==> src/rtl/tx_pkg.sv <==
// Shared types and constants for the byte transmit sequencer.
// The optional sync prefix is compiled in with TX_SEQ_SYNC_EN.
package tx_pkg;

  localparam int         BYTE_W     = 8;
  localparam logic [7:0] SYNC_BYTE  = 8'h80;
  localparam logic       IDLE_LEVEL = 1'b1;

  typedef enum logic [1:0] {
    IDLE = 2'd0,
    SEND = 2'd1,
    GAP  = 2'd2,
    EOP  = 2'd3
  } tx_seq_state_t;

endpackage

==> src/rtl/tx_shift_reg.sv <==
// Parallel-load, shift-right register that refills with ones so the line
// settles at its idle level once every data bit has been shifted out.
module tx_shift_reg #(
  parameter int BYTE_W = 8
) (
  input  logic              clk,
  input  logic              rst,
  input  logic              load,
  input  logic              shift,
  input  logic [BYTE_W-1:0] din,
  output logic              bit0
);

  logic [BYTE_W-1:0] shreg_q;
  logic [BYTE_W-1:0] shreg_d;

  // Next value: load has priority over shift.
  always_comb begin
    shreg_d = shreg_q;
    if (load) begin
      shreg_d = din;
    end else if (shift) begin
      shreg_d = {1'b1, shreg_q[BYTE_W-1:1]};
    end else begin
      shreg_d = shreg_q;
    end
  end

  // Register update with synchronous reset to all ones.
  always_ff @(posedge clk) begin
    if (rst) begin
      shreg_q <= '1;
    end else begin
      shreg_q <= shreg_d;
    end
  end

  assign bit0 = shreg_q[0];

endmodule

==> src/rtl/tx_sequencer.sv <==
// Byte transmit sequencer: FIFO handshake, LSB-first serialisation, packet
// framing and underrun flag. Define TX_SEQ_SYNC_EN to prefix a sync byte.
module tx_sequencer
  import tx_pkg::*;
#(
  parameter int              BYTE_W    = tx_pkg::BYTE_W,
  parameter logic [BYTE_W-1:0] SYNC_BYTE = tx_pkg::SYNC_BYTE
) (
  input  logic              clk,
  input  logic              rst,
  input  logic [BYTE_W-1:0] tx_data,
  input  logic              tx_valid,
  input  logic              tx_last,
  output logic              tx_ready,
  input  logic              shift_enable,
  input  logic              byte_sent,
  output logic              enable_timer,
  output logic              serial_out,
  output logic              busy,
  output logic              packet_done,
  output logic              underrun
);

  localparam int CNT_W = $clog2(BYTE_W);

  tx_seq_state_t    state_q, state_d;
  logic             last_q, last_d;
  logic [CNT_W-1:0] cnt_q, cnt_d;
  logic             underrun_q, underrun_d;
  logic             gap_first_q, gap_first_d;
  logic             sh_load_s, sh_shift_s, sh_bit0_s;
  logic [BYTE_W-1:0] sh_din_s;
`ifdef TX_SEQ_SYNC_EN
  logic [BYTE_W-1:0] hold_data_q, hold_data_d;
  logic             hold_last_q, hold_last_d;
  logic             sync_pend_q, sync_pend_d;
`endif

  tx_shift_reg #(.BYTE_W(BYTE_W)) u_shreg (
    .clk   (clk),
    .rst   (rst),
    .load  (sh_load_s),
    .shift (sh_shift_s),
    .din   (sh_din_s),
    .bit0  (sh_bit0_s)
  );

  // Next-state, datapath control and flag updates.
  always_comb begin
    state_d     = state_q;
    last_d      = last_q;
    cnt_d       = cnt_q;
    underrun_d  = underrun_q;
    gap_first_d = gap_first_q;
    sh_load_s   = 1'b0;
    sh_shift_s  = 1'b0;
    sh_din_s    = tx_data;
`ifdef TX_SEQ_SYNC_EN
    hold_data_d = hold_data_q;
    hold_last_d = hold_last_q;
    sync_pend_d = sync_pend_q;
`endif
    case (state_q)
      IDLE: begin
        if (tx_valid) begin
          sh_load_s  = 1'b1;
          cnt_d      = '0;
          underrun_d = 1'b0;
          state_d    = SEND;
`ifdef TX_SEQ_SYNC_EN
          // Park the first data byte while the sync prefix goes out.
          hold_data_d = tx_data;
          hold_last_d = tx_last;
          sync_pend_d = 1'b1;
          sh_din_s    = SYNC_BYTE;
          last_d      = 1'b0;
`else
          last_d      = tx_last;
`endif
        end else begin
          state_d = IDLE;
        end
      end
      SEND: begin
        if (shift_enable) begin
          sh_shift_s = 1'b1;
          cnt_d      = cnt_q + CNT_W'(1);
        end else begin
          sh_shift_s = 1'b0;
        end
        if (byte_sent) begin
          state_d     = last_q ? EOP : GAP;
          gap_first_d = 1'b1;
        end else begin
          state_d = SEND;
        end
      end
      GAP: begin
`ifdef TX_SEQ_SYNC_EN
        if (sync_pend_q) begin
          sh_load_s   = 1'b1;
          sh_din_s    = hold_data_q;
          last_d      = hold_last_q;
          sync_pend_d = 1'b0;
          cnt_d       = '0;
          state_d     = SEND;
        end else
`endif
        if (tx_valid) begin
          sh_load_s = 1'b1;
          last_d    = tx_last;
          cnt_d     = '0;
          state_d   = SEND;
        end else begin
          // The first empty GAP cycle is tolerated; later ones are underrun.
          if (!gap_first_q) begin
            underrun_d = 1'b1;
          end else begin
            underrun_d = underrun_q;
          end
          gap_first_d = 1'b0;
        end
      end
      EOP: begin
        state_d = IDLE;
      end
      default: begin
        state_d = IDLE;
      end
    endcase
  end

  // State and control registers.
  always_ff @(posedge clk) begin
    if (rst) begin
      state_q     <= IDLE;
      last_q      <= 1'b0;
      cnt_q       <= '0;
      underrun_q  <= 1'b0;
      gap_first_q <= 1'b0;
`ifdef TX_SEQ_SYNC_EN
      hold_data_q <= '0;
      hold_last_q <= 1'b0;
      sync_pend_q <= 1'b0;
`endif
    end else begin
      state_q     <= state_d;
      last_q      <= last_d;
      cnt_q       <= cnt_d;
      underrun_q  <= underrun_d;
      gap_first_q <= gap_first_d;
`ifdef TX_SEQ_SYNC_EN
      hold_data_q <= hold_data_d;
      hold_last_q <= hold_last_d;
      sync_pend_q <= sync_pend_d;
`endif
    end
  end

`ifdef TX_SEQ_SYNC_EN
  assign tx_ready = (state_q == IDLE) || ((state_q == GAP) && !sync_pend_q);
`else
  assign tx_ready = (state_q == IDLE) || (state_q == GAP);
`endif
  assign enable_timer = (state_q == SEND);
  assign serial_out   = (state_q == SEND) ? sh_bit0_s : IDLE_LEVEL;
  assign busy         = (state_q != IDLE);
  assign packet_done  = (state_q == EOP);
  assign underrun     = underrun_q;

endmodule

==> config.mk <==
export PLATFORM = sky130hd
export DESIGN_NAME = tx_sequencer
export DESIGN_NICKNAME = d
export VERILOG_FILES = /design/src/rtl/tx_pkg.sv /design/src/rtl/tx_shift_reg.sv /design/src/rtl/tx_sequencer.sv
export SDC_FILE = /design/constraint.sdc
export NUM_CORES = 1
export LEC_CHECK = 0
export ABC_AREA = 1
export BUFFER_PORTS_ARGS = -buffer_cell sky130_fd_sc_hd__buf_2
export CORE_MARGIN = 2
export CORE_UTILIZATION = 48
export CTS_CLUSTER_SIZE = 25
export DETAILED_ROUTE_END_ITERATION = 7
export HOLD_SLACK_MARGIN = 0.12
export PLACE_DENSITY = 0.75
export SYNTH_ARGS = -nofsm -noshare
export SYNTH_HDL_FRONTEND = slang
export SYNTH_SLANG_ARGS = --single-unit
export TNS_END_PERCENT = 5
==> constraint.sdc <==
create_clock -name clk -period 1.2 [get_ports clk]
set_input_delay 0.06 -clock clk [delete_from_list [all_inputs] [get_ports clk]]
set_output_delay 0.06 -clock clk [all_outputs]
set_load 0.02 [all_outputs]
==> metrics.md <==
| Metric | Value |
|---|---|
| Drt pass-1 iters | `4` |
| Multi-input gate area | `343 sq um` |
| Synth Net Count | `103` |
| Tcrit/Tclk final | `0.949` |
| H-tree lvl count | `1` |
| Fraction of layout cells with a size suffix above 1 | `0.300` |
| CP Capture Type | `primary output` |
| # diodes | `0` |
| Crit path arrival time | `1.08 ns` |
| Most frequent cell after synthesis | `nand2_1` |
| Setup crit start kind | `register` |
| P&R area growth vs syn | `33.1%` |
| Hold WS | `0.117 ns` |
| Vias in the first global route | `524` |
| Worst-path clk slew | `0.08 ns` |
| TritonCTS Buffers | `3` |
| Total Routed Length | `1680 um` |
| Overall Global Routing Usage | `0.216` |
| Fin. max-slew vios | `0` |
| Worst hold path type | `in -> reg` |
| Ys flop type | `dfxtp_1` |
| DRC viols | `0` |
| Longest Clk Path Bufs | `2` |
| Mapped Area | `666 sq um` |
| Pleak | `0.446 nW` |
| Critical Path RT | `1.14 ns` |
| First-pass GRT wire length | `2300 um` |
| Synth area leaders | `dfxtp_1 (39%), nand3_1 (18%), nand2_1 (16%)` |
| Rows | `13` |
| Antenna Nets Post-Route | `0` |
| 1st-iter DRT viols | `16` |
| Fill count | `125` |
| WL per Instance | `12.5 um` |
| Ports | `20` |
| Port buffer count | `19` |
| Power per cell area | `1160 mW/mm^2` |
| Synth cell types | `19` |
| Antenna violations before repair | `0` |
| Yosys warnings | `0` |
| Number of synthesized flops with an enable pin | `0` |
| Core ar. | `0.00130 sq mm` |
| Outcome | `finished, final reports clean` |
| Die width | `41.2 um` |
| CTS tree | `built` |
| Yosys reg bits | `13` |
| Slew headroom | `0.818` |
| Via-per-instance ratio | `5.23` |
| Overall die height | `41.2 um` |
| GRT overflow | `0` |
| Nets | `135` |
| Yosys top cell by area | `dfxtp_1` |
| Top cells by count, synth | `nand2_1 (28), nand3_1 (24), dfxtp_1 (13), a21oi_1 (4), inv_1 (4)` |
| Sequential-to-total area share from yosys stat | `0.391` |
| FF/Latch Area | `264 sq um` |
| Crit Path Category | `reg -> out` |
| Final setup vio count | `0` |
| Die ar. | `0.00170 sq mm` |
| Initial Utilization | `0.512` |
| Clk root buf | `clkbuf_4` |
| Total power | `0.00102 W` |
| Slew @ Worst Pin | `0.274 ns` |
| FFs w/ async S/R, synth | `0` |
| Mapped Cells | `89` |
| GP Congestion | `0.755` |
| Synth top area share | `0.391` |
| Peak supply drop | `989 uV` |
| Largest net degree at the start of global routing | `20` |
| Syn avg cell area | `7.48 sq um` |
| Peak Freq | `878 MHz` |
| DP Wirelength | `1060 um` |
| Worst-skew pair later-pin latency | `0.28 ns` |
| Critical path fanouts, max | `6` |
| Vias | `706` |
| Clock sinks | `13` |
| Endpoints failing hold | `0` |
| Worst Skew | `0.00387 ns` |
| Min cycle time layout | `1.14 ns` |
| Post-layout util | `0.681` |
| Number of max-cap violations | `0` |
[kinds of logic after synthesis]
| logic type | after synthesis | synth area share |
|---|---|---|
| AOI/OAI and AO/OA | 8 | 0.0714 |
| buffers and inverters | 9 | 0.0940 |
| DFF | 13 | 0.391 |
| and+or+nand+nor | 59 | 0.444 |
[power breakdown]
group	switching [W]	internal, W
combinational	0.000142	0.000112
clock	0.000147	0.000129
sequential	0.0000258	0.000468
[metal layers]
layer / global-route usage / vias up / routed length [um]
li1: - / 361 / -
met1: 0.268 / 318 / 721
met2: 0.340 / 25 / 824
met3: 0.0978 / 2 / 125
met4: 0.0484 / 0 / 10
met5: 0 / - / 0
[state kept, by name, indices dropped and copies added (netlist names)]
register         count
u_shreg.shreg_q      8
state_q              2
gap_first_q          1
underrun             1
last_q               1
[critical path: stages, from the launching register on]
cell and delay (ns):
dfxtp_4 0.40, clkinv_8 0.07, nor2_4 0.13, nand2_1 0.07, buf_6 0.13
[timing repair]
action	4_1_cts	5_1_grt
resized for setup	1	6
hold buffers	7	0
setup endpoints to repair	1	1
buffers inserted	0	3
gates cloned	0	0
pin swaps	0	1
endpoints found under the hold margin	9	0
[path summary, 6_finish.rpt]
check / startpoint / endpoint / slack [ns] / depth (start not counted)
worst max-delay path: state_q[0] / serial_out / 0.06 / 4
worst min-delay path: tx_data[5] / u_shreg.shreg_q[5] / 0.12 / 5
worst max register to register: state_q[0] / u_shreg.shreg_q[1] / 0.09 / 6
worst min register to register: last_q / last_q / 0.47 / 2
[stage by stage]
step	setup WS [ns]	setup TNS [ns]	area [sq um]	std cells
global placement	0.192	0	749	121
floorplan	0.259	0	666	89
CTS	0.0525	0	847	132
finish	0.0616	0	886	135
global route	-0.00409	-0.00409	886	135
detailed placement	0.155	0	749	121
[area by class of cell]
cell class | instances | area share
multi-input cells | 67 | 0.387
flip-flops and latches | 13 | 0.298
repair buffers | 30 | 0.225
inverters | 6 | 0.0395
clock buffers | 4 | 0.0297
well taps | 15 | 0.0212
[placed cells by master (no fill, tap or decap), types with 2 or more instances in the layout]
cell and instances:
nand2_1 28, nand3_1 24, buf_2 18, dfxtp_1 12, dlygate4sd3_1 7, inv_1 4
a21oi_1 4, clkbuf_4 3, buf_4 3, a21oi_2 2
Note: power is estimated with default switching activity, not from simulation.
